File: config.mk
export PLATFORM = sky130hd
export DESIGN_NAME = dmem_arbiter
export DESIGN_NICKNAME = d
export VERILOG_FILES = /design/src/rtl/dmem_arbiter.sv
export SDC_FILE = /design/constraint.sdc
export NUM_CORES = 1
export LEC_CHECK = 0
export ABC_CLOCK_PERIOD_IN_PS = 1700
export BUFFER_PORTS_ARGS = -buffer_cell sky130_fd_sc_hd__buf_2
export CAP_MARGIN = 5
export CORE_AREA = 2 2 119 121
export CTS_BUF_LIST = sky130_fd_sc_hd__clkbuf_8
export DETAILED_ROUTE_END_ITERATION = 16
export DIE_AREA = 0 0 121 123
export PLACE_DENSITY = 0.46
export SLEW_MARGIN = 30
export SYNTH_ARGS = -nofsm -noshare
export SYNTH_HDL_FRONTEND = slang
export SYNTH_SLANG_ARGS = --single-unit
File: constraint.sdc
create_clock -name clock -period 1.7 [get_ports clock]
set_input_delay 0.085 -clock clock [delete_from_list [all_inputs] [get_ports clock]]
set_output_delay 0.085 -clock clock [all_outputs]
set_load 0.01 [all_outputs]
File: src/rtl/dmem_arbiter.sv
// dmem_arbiter: shares the single data-memory / memory-mapped I/O port
// between the pipeline MEM stage (master 0) and a secondary requester
// (master 1: program loader / debug port).
//
// Master 0 normally wins. Master 1 is protected by a starvation counter,
// and it can hold the port for a bounded locked burst. A short cool-down
// state after each burst hands master 0 at least one cycle.
//
// Read data returns one cycle after the grant. It is steered to the master
// that issued the read.
//
// Ports
//   clock, resetn              rising-edge clock, asynchronous active-low reset
//   m0_req/we/addr/wdata       master 0 request
//   m0_gnt                     master 0 access performed this cycle (comb.)
//   m0_rvalid/m0_rdata         master 0 read return (one cycle after grant)
//   cpu_stall                  m0_req & ~m0_gnt
//   m1_req/we/lock/addr/wdata  master 1 request (lock holds a burst)
//   m1_gnt/m1_rvalid/m1_rdata  as for master 0
//   mem_addr/mem_datain/mem_we shared memory port, driven by the granted master
//   mem_dataout                read data, valid the cycle after the address edge
//   arb_state                  FSM state for debug (ARB=0, BURST=1, COOL=2)
module dmem_arbiter #(
    parameter int unsigned STARVE_MAX = 4,
    parameter int unsigned BURST_MAX  = 8
) (
    input  logic        clock,
    input  logic        resetn,
    input  logic        m0_req,
    input  logic        m0_we,
    input  logic [31:0] m0_addr,
    input  logic [31:0] m0_wdata,
    output logic        m0_gnt,
    output logic        m0_rvalid,
    output logic [31:0] m0_rdata,
    output logic        cpu_stall,
    input  logic        m1_req,
    input  logic        m1_we,
    input  logic        m1_lock,
    input  logic [31:0] m1_addr,
    input  logic [31:0] m1_wdata,
    output logic        m1_gnt,
    output logic        m1_rvalid,
    output logic [31:0] m1_rdata,
    output logic [31:0] mem_addr,
    output logic [31:0] mem_datain,
    output logic        mem_we,
    input  logic [31:0] mem_dataout,
    output logic [1:0]  arb_state
);

    typedef enum logic [1:0] {
        ST_ARB   = 2'd0,
        ST_BURST = 2'd1,
        ST_COOL  = 2'd2
    } state_e;

    localparam logic [3:0] STARVE_LIM = 4'(STARVE_MAX);
    localparam logic [4:0] BURST_LIM  = 5'(BURST_MAX);

    state_e      state_q, state_d;
    logic [3:0]  wait_cnt_q, wait_cnt_d;
    logic [3:0]  beat_cnt_q, beat_cnt_d;
    logic        rsel_q, rsel_d;
    logic        rpend_q, rpend_d;

    logic        gnt0_s;
    logic        gnt1_s;
    logic        starved_s;
    logic        mem_we_s;

    assign starved_s = (wait_cnt_q == STARVE_LIM);

    // Grant selection by state; at most one of gnt0_s/gnt1_s is ever set
    always_comb begin
        gnt0_s = 1'b0;
        gnt1_s = 1'b0;
        case (state_q)
            ST_ARB: begin
                if (m1_req && starved_s) begin
                    gnt1_s = 1'b1;
                end else if (m0_req) begin
                    gnt0_s = 1'b1;
                end else if (m1_req) begin
                    gnt1_s = 1'b1;
                end else begin
                    gnt1_s = 1'b0;
                end
            end
            ST_BURST: begin
                if (m1_req) begin
                    gnt1_s = 1'b1;
                end else if (m0_req) begin
                    gnt0_s = 1'b1;
                end else begin
                    gnt0_s = 1'b0;
                end
            end
            default: begin
                // COOL, and the unused encoding: master 1 is locked out
                if (m0_req) begin
                    gnt0_s = 1'b1;
                end else begin
                    gnt0_s = 1'b0;
                end
            end
        endcase
    end

    // Next-state, burst beat counting and starvation counting
    always_comb begin
        state_d    = state_q;
        beat_cnt_d = beat_cnt_q;
        case (state_q)
            ST_ARB: begin
                if (gnt1_s && m1_lock) begin
                    state_d    = ST_BURST;
                    beat_cnt_d = 4'd1;
                end else begin
                    state_d = ST_ARB;
                end
            end
            ST_BURST: begin
                // In BURST a pending m1 request is always the one granted
                if (!m1_req) begin
                    state_d    = ST_ARB;
                    beat_cnt_d = 4'd0;
                end else if (m1_lock && (({1'b0, beat_cnt_q} + 5'd1) < BURST_LIM)) begin
                    beat_cnt_d = beat_cnt_q + 4'd1;
                end else begin
                    state_d    = ST_COOL;
                    beat_cnt_d = 4'd0;
                end
            end
            ST_COOL: begin
                state_d = ST_ARB;
            end
            default: begin
                state_d    = ST_ARB;
                beat_cnt_d = 4'd0;
            end
        endcase

        if (m1_req && !gnt1_s) begin
            wait_cnt_d = starved_s ? wait_cnt_q : (wait_cnt_q + 4'd1);
        end else begin
            wait_cnt_d = 4'd0;
        end
    end

    // Memory port mux: with no grant the bus idles on master 0's values
    always_comb begin
        if (gnt1_s) begin
            mem_addr   = m1_addr;
            mem_datain = m1_wdata;
            mem_we_s   = m1_we;
        end else begin
            mem_addr   = m0_addr;
            mem_datain = m0_wdata;
            mem_we_s   = gnt0_s & m0_we;
        end
        rsel_d  = gnt1_s;
        rpend_d = (gnt0_s | gnt1_s) & ~mem_we_s;
    end

    // Arbiter state and read-return tracking registers
    always_ff @(posedge clock or negedge resetn) begin
        if (!resetn) begin
            state_q    <= ST_ARB;
            wait_cnt_q <= 4'd0;
            beat_cnt_q <= 4'd0;
            rsel_q     <= 1'b0;
            rpend_q    <= 1'b0;
        end else begin
            state_q    <= state_d;
            wait_cnt_q <= wait_cnt_d;
            beat_cnt_q <= beat_cnt_d;
            rsel_q     <= rsel_d;
            rpend_q    <= rpend_d;
        end
    end

    assign mem_we    = mem_we_s;
    assign m0_gnt    = gnt0_s;
    assign m1_gnt    = gnt1_s;
    assign cpu_stall = m0_req & ~gnt0_s;
    assign arb_state = state_q;

    // Return data is forced to zero for the master not being answered
    assign m0_rvalid = rpend_q & ~rsel_q;
    assign m1_rvalid = rpend_q & rsel_q;
    assign m0_rdata  = m0_rvalid ? mem_dataout : 32'd0;
    assign m1_rdata  = m1_rvalid ? mem_dataout : 32'd0;

endmodule

Yosys cells after proc, flatten, opt, wreduce, memory -nomap -nowiden
Index checks and enable logic that the tools add are counted.
{"block": "totals", "word_cells": 55, "out_inout_bits": 136, "inputBits": 167, "regBits": 12}
{"block": "classes", "bitwise": 10, "magnitude_cmp": 1, "eq_ne": 6, "n_mux": 23, "n_addsub": 3, "n_reduce_logical": 7}
{"cell": "$mux 32", "n": 4}
{"cell": "$mux 4", "n": 5}
{"cell": "$pmux 4 s3", "n": 1}
{"cell": "$add 4x1->4 const B", "n": 2}
{"cell": "$mux 1", "n": 8}
{"cell": "$add 4x1->5 const B", "n": 1}
{"cell": "$and 1x1->1", "n": 5}
{"cell": "$lt 5x4->1 const B", "n": 1}
{"cell": "$eq 4x3->1 const B", "n": 1}
{"cell": "$logic_and 1x1->1", "n": 4}
{"cell": "$mux 2", "n": 2}
{"cell": "$ne 2x2->1 const B", "n": 2}
{"cell": "$not 1->1", "n": 4}
{"cell": "$pmux 1 s2", "n": 2}
{"cell": "$pmux 2 s2", "n": 1}
{"cell": "$ne 3x3->1 const B", "n": 1}
{"cell": "$eq 2x1->1 const B", "n": 1}
{"cell": "$eq 2x2->1 const B", "n": 1}
{"cell": "$logic_not 2->1", "n": 1}
{"cell": "$reduce_and 2->1", "n": 1}
{"cell": "$logic_not 1->1", "n": 1}
{"cell": "$or 1x1->1", "n": 1}

Depth between registers and ports, before layout
{"block": "logic_depth", "ltp_word": 8, "ltp_mapped": 7, "mapped_depth_nobuf": 5}

Least setup slack after synthesis
Ideal clock, no wire load.
{"block": "synth_timing", "path_type": "register -> output", "from": "reg wait_cnt_q[0]", "to": "out mem_addr[25]", "path_stages_with_launch": 8, "arrival_ns": 1.665, "n_path_buf": 2, "t_required_ns": 1.615, "path_slack_ns": -0.050, "cell_sequence": "dfrtp_1 > inv_1 > ha_1 > nand3b_4 > a21oi_4 > buf_6 > buf_6 > mux2_1"}
{"block": "synth_between", "elab_chain_len": 5}
{"item": "start, declared", "line": "62", "rtl": "logic [3:0] wait_cnt_q, wait_cnt_d;"}
{"item": "start signal, assigned", "line": "176", "rtl": "wait_cnt_q <= wait_cnt_d;"}
{"item": "$eq 4x3->1", "line": "72", "rtl": "assign starved_s = (wait_cnt_q == STARVE_LIM);"}
{"item": "$logic_and 1x1->1", "line": "80", "rtl": "if (m1_req && starved_s) begin"}
{"item": "$mux 1", "line": "80"}
{"item": "$pmux 1 s2", "line": "78", "rtl": "case (state_q)"}
{"item": "net m1_gnt", "line": "42", "rtl": "output logic m1_gnt,"}
{"item": "$mux 32", "line": "153", "rtl": "if (gnt1_s) begin"}
{"item": "end, declared", "line": "45", "rtl": "output logic [31:0] mem_addr,"}
The timed path passes the listed nets, and every way through them passes these cells.

Worst setup path after layout
{"block": "layout_timing", "from": "reg wait_cnt_q[0]", "to": "out mem_datain[0]"}
{"block": "layout_between", "elab_chain_len": 5}
{"item": "$eq 4x3->1", "line": "72"}
{"item": "$logic_and 1x1->1", "line": "80"}
{"item": "$mux 1", "line": "80"}
{"item": "$pmux 1 s2", "line": "78"}
{"item": "$mux 32", "line": "153"}
{"item": "end, declared", "line": "46", "rtl": "output logic [31:0] mem_datain,"}
Every way passes these cells.

==> flow_metrics.tcl <==
set metrics [dict create \
    cts-htree-levels 1 \
    die_height_um 123 \
    synth_cell_types 30 \
    yosysWarnings 0 \
    comb_power_share_pct 63.0 \
    fin_crit_ns 2.03 \
    tightestPinTransition_ns 0.306 \
    maximum_count_of_clock_buffers_along_a_single_path 2 \
    netlist.area_leader.share_pct 29.2 \
    num_cts_buffers 3 \
    critical-path-top-cell-by-count "buf_12" \
    pwr-share-seq_pct 18.6 \
    min_delay_path_depth 2 \
    r2r_end "beat_cnt_q[2]" \
    wire_length_of_the_first_global_routing_pass_um 14400 \
    r2r_start "wait_cnt_q[0]" \
    antenna_cells_inserted 0 \
    cpPeakStageDelay_ns 0.39 \
    critical_path_buf_inv_count 4 \
    timing.final.ws_setup_ns -0.328 \
    vias 2836 \
    relative_slew_slack_pct 79.0 \
    floorplan.rows 43 \
    fin_nets 692 \
    grt_antenna_before_repair 0 \
    synth_sequential_area_ratio_pct 15.9 \
    finalWeightedCongestion 0.819 \
    worst_setup_hold_path_clk_slew_ns 0.06 \
    crit_fanout 16 \
    mappedNetlistNets 376 \
    path_cells "inv_2 -> ha_4 -> nand3b_4 -> a21oi_4 -> buf_12 -> buf_12 -> mux2_2 -> buf_2" \
    internal_power_mw 1.11 \
    timing_max_transition_violations_final 0 \
    floorplan.core_area_sq_um 13600 \
    avgSynthCellArea_sq_um 9.17 \
    ff2ff_path_depth 6 \
    grt_pass1_vias 2737 \
    io_buffers 302 \
    syn_to_final_growth_pct 116 \
    finalPower_mw 1.72 \
    remaining_drc_errors 0 \
    setup.worst_path.start_class "flop" \
    run_status "complete, but fails checks" \
    layout_worst_path_cycle_share_pct 119 \
    routed_wire_length_per_instance_um 15.2 \
    detail_route.vias_per_cell 4.05 \
    die_width_um 121 \
    data_required_time_of_the_worst_path_ns 1.62 \
    grt_start_max_net_pins 34 \
    worst_hold_path.endpoint "arb_state[1]" \
    initial_util_pct 13.9 \
    cts_root_buf "clkbuf_8" \
    timing_worst_setup_path_type "flop to primary output" \
    drtAntennaViolNets 0 \
    wirelength_um 10600 \
    static-leakage-power_nw 2.44 \
    clk-insertion-delay-late_ns 0.24 \
    share_of_final_layout_standard_cells_stronger_than_drive_strength_1_pct 76.8 \
    fillers 1463 \
    tritoncts_num_sinks 12 \
    dp_hpwl_um 9310 \
    io_pins 303 \
    syn-instance-count 206 \
    fmax_ghz 0.493 \
    first_pass_iters 4 \
    crit_path_end_kind "primary output" \
    power_density_nw_per_um2 421 \
    global_route.overflow_total 0 \
    max_cap_viols 0 \
    setup_viol 67 \
    synth.cell_area_sq_um 1890 \
    synth-seq-cells 12 \
    timing.final.hold_violations 0 \
    switchingPower_mw 0.604 \
    finalHoldWorstSlack_ns 0.0238 \
    cp_data_arrival_time_ns 1.94 \
    rsz_0062_raised_after_global_routing "yes" \
    post-synth-top-area-cell "mux2_2" \
    design.die.area_sq_um 14900 \
    violations "negative setup slack" \
    preCtsSetupSlack_ns -0.0955 \
    crit_slowest_cell "dfrtp_1" \
    fin_tns_setup_ns -18.35 \
    initial_detailed_routing_violation_count 53 \
    sw_frac_of_total_pct 35.1 \
    skew_ns 0.00546 \
    globalRouteTotalUtil_pct 12.4 \
    vdd_ir_drop_max_uv 247 \
    holdCritPathClass "primary input to flop" \
    critPathTopFamily "buffers and inverters" \
    slack_of_the_worst_reg_to_reg_path_ns 0.25 \
    tritoncts_clock_tree "done" \
    timing.hold.worst.start "m1_lock" \
    relative_contribution_of_the_clock_network_to_total_power_pct 18.4 \
    synth_top_cells_by_area "mux2_2 29%, dfrtp_1 16%, and2_1 12%" \
]
-- placed cells by master, fill, tap and decap left out, types with 2 or more instances in the layout --
cell type and count:
a211oi_1 3, a21oi_1 3, a22o_1 2, and2_1 35
and3_1 32, buf_12 3, buf_2 275, buf_4 22
buf_6 26, clkbuf_8 4, dfrtp_1 12, ha_1 2
inv_1 3, inv_2 2, mux2_2 39, mux2_4 26
mux2i_1 4, nand2b_1 3, nand3_1 2, nor2_1 2
nor2b_1 2, nor3_1 4, xnor2_1 3
-- stage by stage --
step | instance area (sq um) | util, % | instances
after floorplan | 1970 | - | 206
after global placement | 3800 | 27.9 | 694
after detailed placement | 3800 | 27.9 | 694
after CTS | 4010 | 29.5 | 700
after global routing | 4090 | 30.0 | 701
final | 4090 | 30.0 | 701
-- worst register-to-register path, stage by stage (launching register included) --
cell      delay, ns
dfrtp_1        0.39
inv_2          0.07
ha_4           0.14
nand3b_4       0.09
buf_4          0.18
a22o_1         0.24
a22o_1         0.23
-- power by group through the flow --
stage	registers, mW	logic, mW	clock network [mW]
2_1_floorplan	0.325	0.478	0
3_3_place_gp	0.324	0.991	0
3_5_place_dp	0.324	0.993	0
4_1_cts	0.319	1.06	0.327
5_1_grt	0.322	1.16	0.348
6_report	0.319	1.08	0.316
-- how the worst max path moves through the flow --
stage / from / depth (start not counted) / endpoint / slack, ns
finish: wait_cnt_q[0] / 8 / mem_datain[0] / -0.33
global route: wait_cnt_q[1] / 8 / mem_datain[0] / -0.42
CTS: wait_cnt_q[0] / 8 / mem_datain[0] / -0.34
detailed placement: wait_cnt_q[1] / 8 / mem_datain[0] / -0.1
global placement: wait_cnt_q[1] / 8 / mem_datain[0] / -0.07
floorplan: wait_cnt_q[1] / 7 / mem_addr[15] / 0.002
-- sequential cells by signal, indices dropped and copies added (netlist names) --
signal      count
beat_cnt_q      4
wait_cnt_q      4
arb_state       2
rpend_q         1
rsel_q          1
-- kinds of logic after synthesis --
logic type	Yosys count	synth area share, %
adders and majority gates	3	1.99
AOI/OAI and AO/OA	14	5.77
muxes	69	40.9
buffers and inverters	21	6.16
and+or+nand+nor	84	27.9
DFF	12	15.9
xor gates and xnor gates	3	1.39
-- cell usage after synthesis (all sizes together) --
cell	instances
mux2i	4
buf	7
a21oi	4
dfrtp	12
nand3	2
a22o	2
a21boi	1
o21ai	1
nor3	4
nand2b	3
a32o	1
nand3b	2
and2b	1
nor2	2
and2	35
clkbuf	9
o21a	1
and3	32
o21bai	1
inv	5
xnor2	3
mux2	65
nor2b	2
ha	3
a211oi	3
nand2	1
-- layout make-up --
class	instances	area (sq um)	share of cell area [%]
timing repair buffer	327	1900	46.6
multi-input combinational	173	1580	38.7
sequential	12	300	7.35
tap	180	225	5.51
clock buffer	4	55.1	1.35
inverter	5	18.8	0.459
-- repair_timing --
item                       CTS  global route
resized for setup           26            13
setup endpoints to repair   66            68
setup buffers                1             1
hold endpoints to repair    12             0
hold buffers                 1             0
-- layer usage --
metal | up-vias | routed length, um | track usage [%]
met5 | - | 0 | 0
li1 | 1363 | - | -
met1 | 1264 | 3460 | 11.9
met4 | 0 | 239 | 3.34
met3 | 10 | 1080 | 2.95
met2 | 199 | 5860 | 25.8
(Power assumes the default switching activity.)
